[config.mk]
export PLATFORM = sky130hd
export DESIGN_NAME = vend_controller
export DESIGN_NICKNAME = d
export VERILOG_FILES = /design/src/rtl/vend_pkg.sv /design/src/rtl/vend_price_table.sv /design/src/rtl/vend_controller.sv
export SDC_FILE = /design/constraint.sdc
export NUM_CORES = 1
export LEC_CHECK = 0
export BUFFER_PORTS_ARGS = -buffer_cell sky130_fd_sc_hd__buf_2
export CAP_MARGIN = 20
export CORE_MARGIN = 5
export CORE_UTILIZATION = 38
export CTS_CLUSTER_SIZE = 30
export DETAILED_ROUTE_END_ITERATION = 7
export HOLD_SLACK_MARGIN = 0.03
export REMOVE_ABC_BUFFERS = 1
export SETUP_SLACK_MARGIN = 0.05
export SYNTH_ARGS = -nofsm -noshare
export SYNTH_HDL_FRONTEND = slang
export SYNTH_SLANG_ARGS = --single-unit
[constraint.sdc]
create_clock -name clk_i -period 5 [get_ports clk_i]
set_input_delay 1.5 -clock clk_i [delete_from_list [all_inputs] [get_ports clk_i]]
set_output_delay 1.5 -clock clk_i [all_outputs]
set_load 0.005 [all_outputs]
[src/rtl/vend_pkg.sv]
// Shared definitions for the vending controller.
//   - coin codes as seen on coin_i / change_coin_o
//   - unit values of each coin (1 unit = 5 cents)
//   - controller state encoding
//   - coin_units():      coin code -> credit units
//   - change_coin_for(): largest coin not exceeding the remaining credit
package vend_pkg;

   localparam logic [1:0] COIN_NONE = 2'b00;
   localparam logic [1:0] COIN_5C   = 2'b01;
   localparam logic [1:0] COIN_10C  = 2'b10;
   localparam logic [1:0] COIN_25C  = 2'b11;

   localparam logic [2:0] UNITS_5C  = 3'd1;
   localparam logic [2:0] UNITS_10C = 3'd2;
   localparam logic [2:0] UNITS_25C = 3'd5;

   typedef enum logic [1:0] {
      ST_IDLE   = 2'd0,
      ST_CREDIT = 2'd1,
      ST_VEND   = 2'd2,
      ST_CHANGE = 2'd3
   } vend_state_e;

   function automatic logic [2:0] coin_units(input logic [1:0] coin);
      logic [2:0] units;
      case (coin)
         COIN_5C:  units = UNITS_5C;
         COIN_10C: units = UNITS_10C;
         COIN_25C: units = UNITS_25C;
         default:  units = 3'd0;
      endcase
      return units;
   endfunction

   // Greedy payout: callers only use this while credit is nonzero, so the
   // 5c fallback is always a legal coin.
   function automatic logic [1:0] change_coin_for(input int unsigned credit);
      logic [1:0] coin;
      if (credit >= 32'(UNITS_25C)) begin
         coin = COIN_25C;
      end else if (credit >= 32'(UNITS_10C)) begin
         coin = COIN_10C;
      end else begin
         coin = COIN_5C;
      end
      return coin;
   endfunction

endpackage

[src/rtl/vend_price_table.sv]
// Writable per-product price table.
//   clk_i, rst_i   : clock, synchronous active-high reset (all prices -> DEFAULT_PRICE)
//   we_i           : write enable
//   wr_id_i        : product written
//   wr_data_i      : new price in units
//   rd_id_i        : product read (combinational read)
//   rd_price_o     : price of rd_id_i
// A write lands on the clock edge, so a read in the same cycle still sees
// the old price.
module vend_price_table #(
   parameter int NUM_PROD      = 4,
   parameter int CREDIT_W      = 6,
   parameter int DEFAULT_PRICE = 5,
   parameter int ID_W          = 2
) (
   input  logic                clk_i,
   input  logic                rst_i,
   input  logic                we_i,
   input  logic [ID_W-1:0]     wr_id_i,
   input  logic [CREDIT_W-1:0] wr_data_i,
   input  logic [ID_W-1:0]     rd_id_i,
   output logic [CREDIT_W-1:0] rd_price_o
);

   logic [CREDIT_W-1:0] price_q [NUM_PROD];

   always_ff @(posedge clk_i) begin
      if (rst_i) begin
         for (int i = 0; i < NUM_PROD; i++) begin
            price_q[i] <= CREDIT_W'(DEFAULT_PRICE);
         end
      end else if (we_i) begin
         price_q[wr_id_i] <= wr_data_i;
      end
   end

   assign rd_price_o = price_q[rd_id_i];

endmodule

[src/rtl/vend_controller.sv]
// Top-level sequencer for the multi-product vending datapath.
//   clk_i, rst_i       : clock, synchronous active-high reset
//   coin_i             : inserted coin code (00 none, 01 5c, 10 10c, 11 25c)
//   coin_reject_o      : registered pulse, previous cycle's coin not credited
//   sel_valid_i/sel_id_i : selection strobe and product
//   sel_nack_o         : registered pulse, previous cycle's selection refused
//   stock_empty_i      : per-product empty flags
//   cancel_i           : refund request (honoured in CREDIT only)
//   price_we_i/price_id_i/price_data_i : price table write port
//   vend_valid_o/vend_id_o/vend_ack_i  : dispense handshake
//   change_valid_o/change_coin_o       : one payout coin per cycle
//   credit_o           : current credit in units
//   busy_o             : high in VEND or CHANGE
//   state_o            : controller state (debug)
//
// Dispense handshake: vend_valid_o rises the cycle after an honoured
// selection and stays high, with vend_id_o stable, until the first clock
// edge at which vend_ack_i is sampled high; that edge completes the
// transfer and vend_valid_o drops the following cycle. An ack in the very
// first valid cycle is legal.
module vend_controller
   import vend_pkg::*;
#(
   parameter int NUM_PROD      = 4,
   parameter int CREDIT_W      = 6,
   parameter int MAX_CREDIT    = 40,
   parameter int DEFAULT_PRICE = 5,
   parameter int TIMEOUT       = 255,
   localparam int ID_W         = (NUM_PROD > 1) ? $clog2(NUM_PROD) : 1
) (
   input  logic                clk_i,
   input  logic                rst_i,
   input  logic [1:0]          coin_i,
   output logic                coin_reject_o,
   input  logic                sel_valid_i,
   input  logic [ID_W-1:0]     sel_id_i,
   output logic                sel_nack_o,
   input  logic [NUM_PROD-1:0] stock_empty_i,
   input  logic                cancel_i,
   input  logic                price_we_i,
   input  logic [ID_W-1:0]     price_id_i,
   input  logic [CREDIT_W-1:0] price_data_i,
   output logic                vend_valid_o,
   output logic [ID_W-1:0]     vend_id_o,
   input  logic                vend_ack_i,
   output logic                change_valid_o,
   output logic [1:0]          change_coin_o,
   output logic [CREDIT_W-1:0] credit_o,
   output logic                busy_o,
   output logic [1:0]          state_o
);

   localparam int SUM_W = CREDIT_W + 1;
   localparam int TMO_W = $clog2(TIMEOUT + 1);
   localparam logic [TMO_W-1:0] TMO_LAST = TMO_W'(TIMEOUT - 1);

   vend_state_e         state_q, state_d;
   logic [CREDIT_W-1:0] credit_q, credit_d;
   logic [ID_W-1:0]     vend_id_q, vend_id_d;
   logic [TMO_W-1:0]    tmo_q, tmo_d;
   logic                coin_reject_q, coin_reject_d;
   logic                sel_nack_q, sel_nack_d;

   logic [CREDIT_W-1:0] sel_price;
   logic [2:0]          coin_val;
   logic                coin_present;
   logic [SUM_W-1:0]    coin_sum;
   logic                coin_fits;
   logic                sel_ok;
   logic [1:0]          chg_coin;
   logic [CREDIT_W-1:0] credit_after_chg;
   logic                activity;

   vend_price_table #(
      .NUM_PROD      (NUM_PROD),
      .CREDIT_W      (CREDIT_W),
      .DEFAULT_PRICE (DEFAULT_PRICE),
      .ID_W          (ID_W)
   ) u_price_table (
      .clk_i      (clk_i),
      .rst_i      (rst_i),
      .we_i       (price_we_i),
      .wr_id_i    (price_id_i),
      .wr_data_i  (price_data_i),
      .rd_id_i    (sel_id_i),
      .rd_price_o (sel_price)
   );

   assign coin_val     = coin_units(coin_i);
   assign coin_present = (coin_i != COIN_NONE);
   // One extra bit so an overflowing sum is caught instead of wrapping.
   assign coin_sum     = {1'b0, credit_q} + SUM_W'(coin_val);
   assign coin_fits    = (coin_sum <= SUM_W'(MAX_CREDIT));
   assign sel_ok       = !stock_empty_i[sel_id_i] && (credit_q >= sel_price);

   assign chg_coin         = change_coin_for(32'(credit_q));
   assign credit_after_chg = credit_q - CREDIT_W'(coin_units(chg_coin));

   always_comb begin
      state_d       = state_q;
      credit_d      = credit_q;
      vend_id_d     = vend_id_q;
      tmo_d         = '0;
      coin_reject_d = 1'b0;
      sel_nack_d    = 1'b0;
      activity      = 1'b0;
      unique case (state_q)
         ST_IDLE, ST_CREDIT: begin
            // Priority: cancel > selection > coin. A coin that arrives with
            // an honoured cancel or selection is bounced.
            if ((state_q == ST_CREDIT) && cancel_i) begin
               state_d       = ST_CHANGE;
               coin_reject_d = coin_present;
            end else if (sel_valid_i && sel_ok) begin
               credit_d      = credit_q - sel_price;
               vend_id_d     = sel_id_i;
               state_d       = ST_VEND;
               coin_reject_d = coin_present;
            end else begin
               if (sel_valid_i) begin
                  sel_nack_d = 1'b1;
                  activity   = 1'b1;
               end
               if (coin_present) begin
                  if (coin_fits) begin
                     credit_d = coin_sum[CREDIT_W-1:0];
                     state_d  = ST_CREDIT;
                     activity = 1'b1;
                  end else begin
                     coin_reject_d = 1'b1;
                  end
               end
               // Idle-cycle counter; a bounced coin does not count as activity.
               if ((state_q == ST_CREDIT) && !activity) begin
                  if (tmo_q == TMO_LAST) begin
                     state_d = ST_CHANGE;
                  end else begin
                     tmo_d = tmo_q + 1'b1;
                  end
               end
            end
         end
         ST_VEND: begin
            coin_reject_d = coin_present;
            if (vend_ack_i) begin
               state_d = (credit_q != '0) ? ST_CHANGE : ST_IDLE;
            end
         end
         ST_CHANGE: begin
            coin_reject_d = coin_present;
            credit_d      = credit_after_chg;
            if (credit_after_chg == '0) begin
               state_d = ST_IDLE;
            end
         end
         default: begin
            state_d = ST_IDLE;
         end
      endcase
   end

   always_ff @(posedge clk_i) begin
      if (rst_i) begin
         state_q       <= ST_IDLE;
         credit_q      <= '0;
         vend_id_q     <= '0;
         tmo_q         <= '0;
         coin_reject_q <= 1'b0;
         sel_nack_q    <= 1'b0;
      end else begin
         state_q       <= state_d;
         credit_q      <= credit_d;
         vend_id_q     <= vend_id_d;
         tmo_q         <= tmo_d;
         coin_reject_q <= coin_reject_d;
         sel_nack_q    <= sel_nack_d;
      end
   end

   assign coin_reject_o  = coin_reject_q;
   assign sel_nack_o     = sel_nack_q;
   assign vend_valid_o   = (state_q == ST_VEND);
   assign vend_id_o      = vend_id_q;
   assign change_valid_o = (state_q == ST_CHANGE);
   assign change_coin_o  = (state_q == ST_CHANGE) ? chg_coin : COIN_NONE;
   assign credit_o       = credit_q;
   assign busy_o         = (state_q == ST_VEND) || (state_q == ST_CHANGE);
   assign state_o        = state_q;

endmodule

# After elaboration in Yosys (flattened, before gate mapping)
# Memories as Yosys holds them, arrays and structs flattened.
# Index checks and enable logic that the tools add are counted.
[classes] add_sub_neg=4 order_cmp=5 n_eq_ne=15 n_mux=41 bitwise_logic=3 reduce_logical=20
[ops] operator="6-bit 2-to-1 mux" n=5
[ops] operator="2-bit 2-to-1 mux" n=13
[ops] operator="3-bit one-hot mux with 3 select lines" n=2
[ops] operator="1-bit 2-to-1 mux" n=17
[ops] operator="2-bit == test (second input constant)" n=6
[ops] operator="6-bit one-hot mux with 2 select lines" n=1
[ops] operator="6-bit OR reduction" n=2
[ops] operator="8-bit by 1-bit adder with 8-bit output (second input constant)" n=1
[ops] operator="8-bit == test (second input constant)" n=1
[ops] operator="6-bit by 3-bit adder with 7-bit output" n=1
[ops] operator="7-bit by 6-bit less-or-equal comparator with 1-bit output (second input constant)" n=1
[ops] operator="2-bit by 1-bit == test with 1-bit output (second input constant)" n=3
[ops] operator="6-bit by 2-bit >= comparator with 1-bit output (second input constant)" n=1
[ops] operator="6-bit by 3-bit >= comparator with 1-bit output (second input constant)" n=1
[ops] operator="6-bit >= comparator" n=1
[ops] operator="6-bit logical NOT" n=1
[ops] operator="3-bit inequality test (second input constant)" n=2
[ops] operator="2-bit one-hot mux with 3 select lines" n=1
[ops] operator="6-bit nonzero test" n=1
[ops] operator="6-bit by 3-bit subtractor with 6-bit output" n=1
[ops] operator="6-bit subtractor" n=1
[ops] operator="1-bit logical AND" n=4
[ops] operator="2-bit by 1-bit inequality test with 1-bit output (second input constant)" n=2
[ops] operator="4-bit AND reduction" n=1
[ops] operator="other kinds (13)" n=18
[totals] ff_bits=20 ram_bits=24 inputBits=22 output_inout_bits=17 wordCells=95 n_memories=1
[memory_table] name="u_price_table.price_q" depth=4 word_bits=6 rd=1 rd_ports_with_merged_regs=0 wr=4 line_no="vend_price_table.sv:25" text="logic [CREDIT_W-1:0] price_q [NUM_PROD];"

# Longest topological paths before layout
[depth] word_depth=15 ltp_mapped=12 ltp_nobuf=12

# Modules after synthesis
# From an unflattened synthesis, not the netlist that was laid out.
[unflattened] hier_cells=288 area_unflattened_um2=2899.0
[by_module_without_submodules] module="vend_controller" n_inst=1 cells_per_inst=222 area_each_um2=1781.7 seq_area_each_um2=400.4
[by_module_without_submodules] module="vend_price_table" n_inst=1 cells_per_inst=66 area_each_um2=1117.3 seq_area_each_um2=720.7

# Worst setup path before layout
# OpenSTA, ideal clock, no wires.
[synth_timing] kind="input port to flip-flop" from="input port sel_id_i[0]" to="register tmo_q[2]" t_arrival_ns=3.952 t_required_ns=4.933 slack_ns=0.981 stages=11 path_buffers=1 path_cell_list="buf_6 > mux4_2 > inv_1 > ha_1 > and2_1 > a221oi_1 > a21oi_4 > nand2b_1 > nor3_1 > nand3_1 > nor2_1"
[synth_via] elab_chain_cells=6
[synth_lines] element="start: declaration" line_no="vend_controller.sv:36" text="input logic [ID_W-1:0] sel_id_i,"
[synth_lines] element="parallel branches: the longest is 3 deep, another holds memory 4 x 6 bit"
[synth_lines] element="1-bit logical AND *" line_no="vend_controller.sv:94" text="assign sel_ok = !stock_empty_i[sel_id_i] && (credit_q >= sel_price);"
[synth_lines] element="1-bit logical AND *" line_no="vend_controller.sv:114" text="end else if (sel_valid_i && sel_ok) begin"
[synth_lines] element="6-bit OR reduction (no line) *"
[synth_lines] element="end signal: assignment" line_no="vend_controller.sv:174" text="tmo_q <= tmo_d;"
[synth_lines] element="end: declaration" line_no="vend_controller.sv:60" text="logic [TMO_W-1:0] tmo_q, tmo_d;"
# Mark *: on every way between the ends. The select of a mux whose other input is x is not followed.
# A chain may end at the register's enable or synchronous reset.

# Worst setup path after layout
[layout_timing] from="input port sel_id_i[0]" to="register tmo_q[5]"
# Same word-level chain as after synthesis.

==> metrics <==
status finished, final reports clean; average wire per standard cell 14.8 um; Yosys cell types 51; crit path kind input pin to flip-flop; Critical Path RT between 5000 and 6000 ps; Worst path max stage delay 560 ps; cts hold-fix bufs 0; Hold WC Path Type flip-flop to flip-flop; drt pass-1 iters 4; Max clock buf depth 2; clock sink count 44; hold path start vend_id_o[1]; Clock Pin Slew Worst Setup and Hold Paths 90 ps; Die ar. approximately 9000 um2; crit start category input pin; ys flop type edfxtp_1; vias per cell 5.12; num rows 31; DRC Markers 0; grt total ovfl 0; Critical Path End Type flip-flop; Synth-to-Final Area Change 13.6%; WHS Path Cells 2; Synth async-reset ratio 0; share of cells above drive strength 1 0.197; # diodes 0; vias between 2000 and 2500; Hold EP vend_id_o[1]; Max Cap Viol 0; post-synthesis cell count 276; Post-Route WL 6070 um; Die W between 90 and 100 um; slowest CP cell a221oi_1; critical path peak fanout 19; crit-path leading delay family simple AND/OR/NAND/NOR gates; GP Congestion 0.820; fin nets ~350; crit share post-route 0.858; Seq/Total Area, Yosys 0.406; first-pass GRT wire length between 9000 and 10000 um; r2r endpoint tmo_q[5]; RSZ-0062 raised after global routing false; R2R depth 10; setup_tns 0 ps; Initial Util 0.384; number of DRC markers in iteration 0 65; Antenna Nets Post-Route 0; Synthesis Warnings 0; Tot GR Track Use 0.140; commonest cells after routing, fill and taps aside buf_2, edfxtp_1, nor2_1, and2_1, dfxtp_1; Final min period roughly 4300 ps; largest net degree at the start of global routing 20; crit path from sel_id_i[0]; commonest non-fill, non-tap cell in the layout buf_2; post_cts resized 0; DP HPWL 4680 um; post-synthesis register bit count 44; PwrDens 387 nW/um2; number of flops mapped to enable cells by yosys 24; Die Y 95.2 um; relative slew slack 0.466; CTS tree yes; H-tree Lvls 2; antenna violations before repair 0; setup bufs post-CTS 0; WP buf/inv 2; Final Hold Viols 0; Max Fclk 0.233 GHz; CP Cell Sequence buf_2, mux4_2, inv_1, ha_1, and2_1, a221oi_1, a21oi_4, nand2b_1, nor3_1, nand3_1, nor2_1; Post-Syn Area between 2000 and 3000 um2; port buffer count 38; Pleak about 1.2 nW; Least-Margin Pin Slew 800 ps; CP Depth 11; IO Count 39; origin of the critical flop-to-flop path u_price_table.price_q[3][2]; worst vdd ir 180 uV; fin. max-slew vios 0; core area 7180 um2; vias in the first global route 2073; Worst R2R Setup Slack roughly 1800 ps; CTS buffer count 5; clock latency on the worst-skew pair 300 ps; clock root buffer clkbuf_8; Setup violations, final 0; utilization after layout 0.437; Mean Syn Cell Area around 10 um2; crit path DAT 4520 ps; clock skew between 6 and 7 ps
## synthesized netlist by cell type, drive strengths merged, types with 2 or more instances
master	instances	area share
a211oi	4	0.015
a21oi	12	0.026
a221oi	2	0.0064
a31oi	2	0.0045
and2	20	0.045
and3	3	0.0068
buf	2	0.0059
clkbuf	10	0.014
dfxtp	20	0.15
edfxtp	24	0.26
fa	3	0.022
ha	14	0.063
inv	15	0.020
mux2i	3	0.011
mux4	7	0.057
nand2	12	0.016
nand2b	17	0.039
nand3	10	0.018
nand4	2	0.0045
nor2	23	0.032
nor2b	6	0.014
nor3	10	0.018
nor3b	2	0.0054
o211a	2	0.0073
o211ai	5	0.014
o21ai	10	0.018
or2	3	0.0068
or3	2	0.0045
xnor2	9	0.029
xor2	6	0.019
## registers in the layout (all words and copies together) (netlist names)
register	count
tmo_q	8
state_o	2
credit_o	6
u_price_table.price_q	24
vend_id_o	2
coin_reject_o	1
sel_nack_o	1
## report_power, final
group | leakage, nW | switching [mW] | internal (mW)
Combinational | 0.795 | 0.258 | 0.217
Sequential | 0.398 | 0.0448 | 0.412
Clock | 0.0548 | 0.131 | 0.151
Total | 1.25 | 0.433 | 0.779
## final cells by class
class | instances | area (um2)
clock inverters | 3 | 46.3
well taps | 99 | 124
inverters | 15 | 56.3
multi-input cells | 205 | 1530
flip-flops and latches | 44 | 1120
fillers | 695 | 4040
clock buffers | 5 | 68.8
repair buffers | 38 | 190
## how the worst max path moves through the flow
stage | endpoint
after floorplan | tmo_q[2]
after global placement | tmo_q[3]
after detailed placement | tmo_q[7]
after CTS | tmo_q[6]
after global routing | tmo_q[4]
final | tmo_q[5]
## cell families after synthesis
| family | count (synthesis) | share of synthesized area |
|---|---|---|
| mux | 10 | 0.0680 |
| fa+ha+maj | 17 | 0.0853 |
| simple gates | 115 | 0.226 |
| xor+xnor | 15 | 0.0476 |
| flops | 44 | 0.406 |
| buf+inv | 27 | 0.0399 |
| compound gates | 48 | 0.127 |
## worst reg2reg max path, cell delays in order (launching register included)
cell and delay [ps]:
edfxtp_1 400, mux4_2 470, inv_1 60, ha_1 260, and2_1 170, a221oi_1 560
a21oi_4 250, nand2b_1 270, nor3_1 200, nand3_1 280, nor2_1 190
## through the flow
stage	area, um2	hold WS, ps	total power, mW	setup slack [ps]	std cells
detailed placement	3020	460	0.934	434	401
global route	3130	492	1.30	438	409
global placement	3020	465	0.934	523	401
finish	3130	467	1.21	711	409
floorplan	2710	447	0.804	1060	264
CTS	3130	474	1.22	686	409
## routing by layer
| layer | GRT usage | up-vias | wire length (um) |
|---|---|---|---|
| li1 | - | 1052 | - |
| met1 | 0.181 | 986 | 2900 |
| met2 | 0.238 | 48 | 2850 |
| met3 | 0.0253 | 7 | 258 |
| met4 | 0.0397 | 0 | 67 |
| met5 | 0 | - | 0 |
Power figures use the tool's default switching activity.
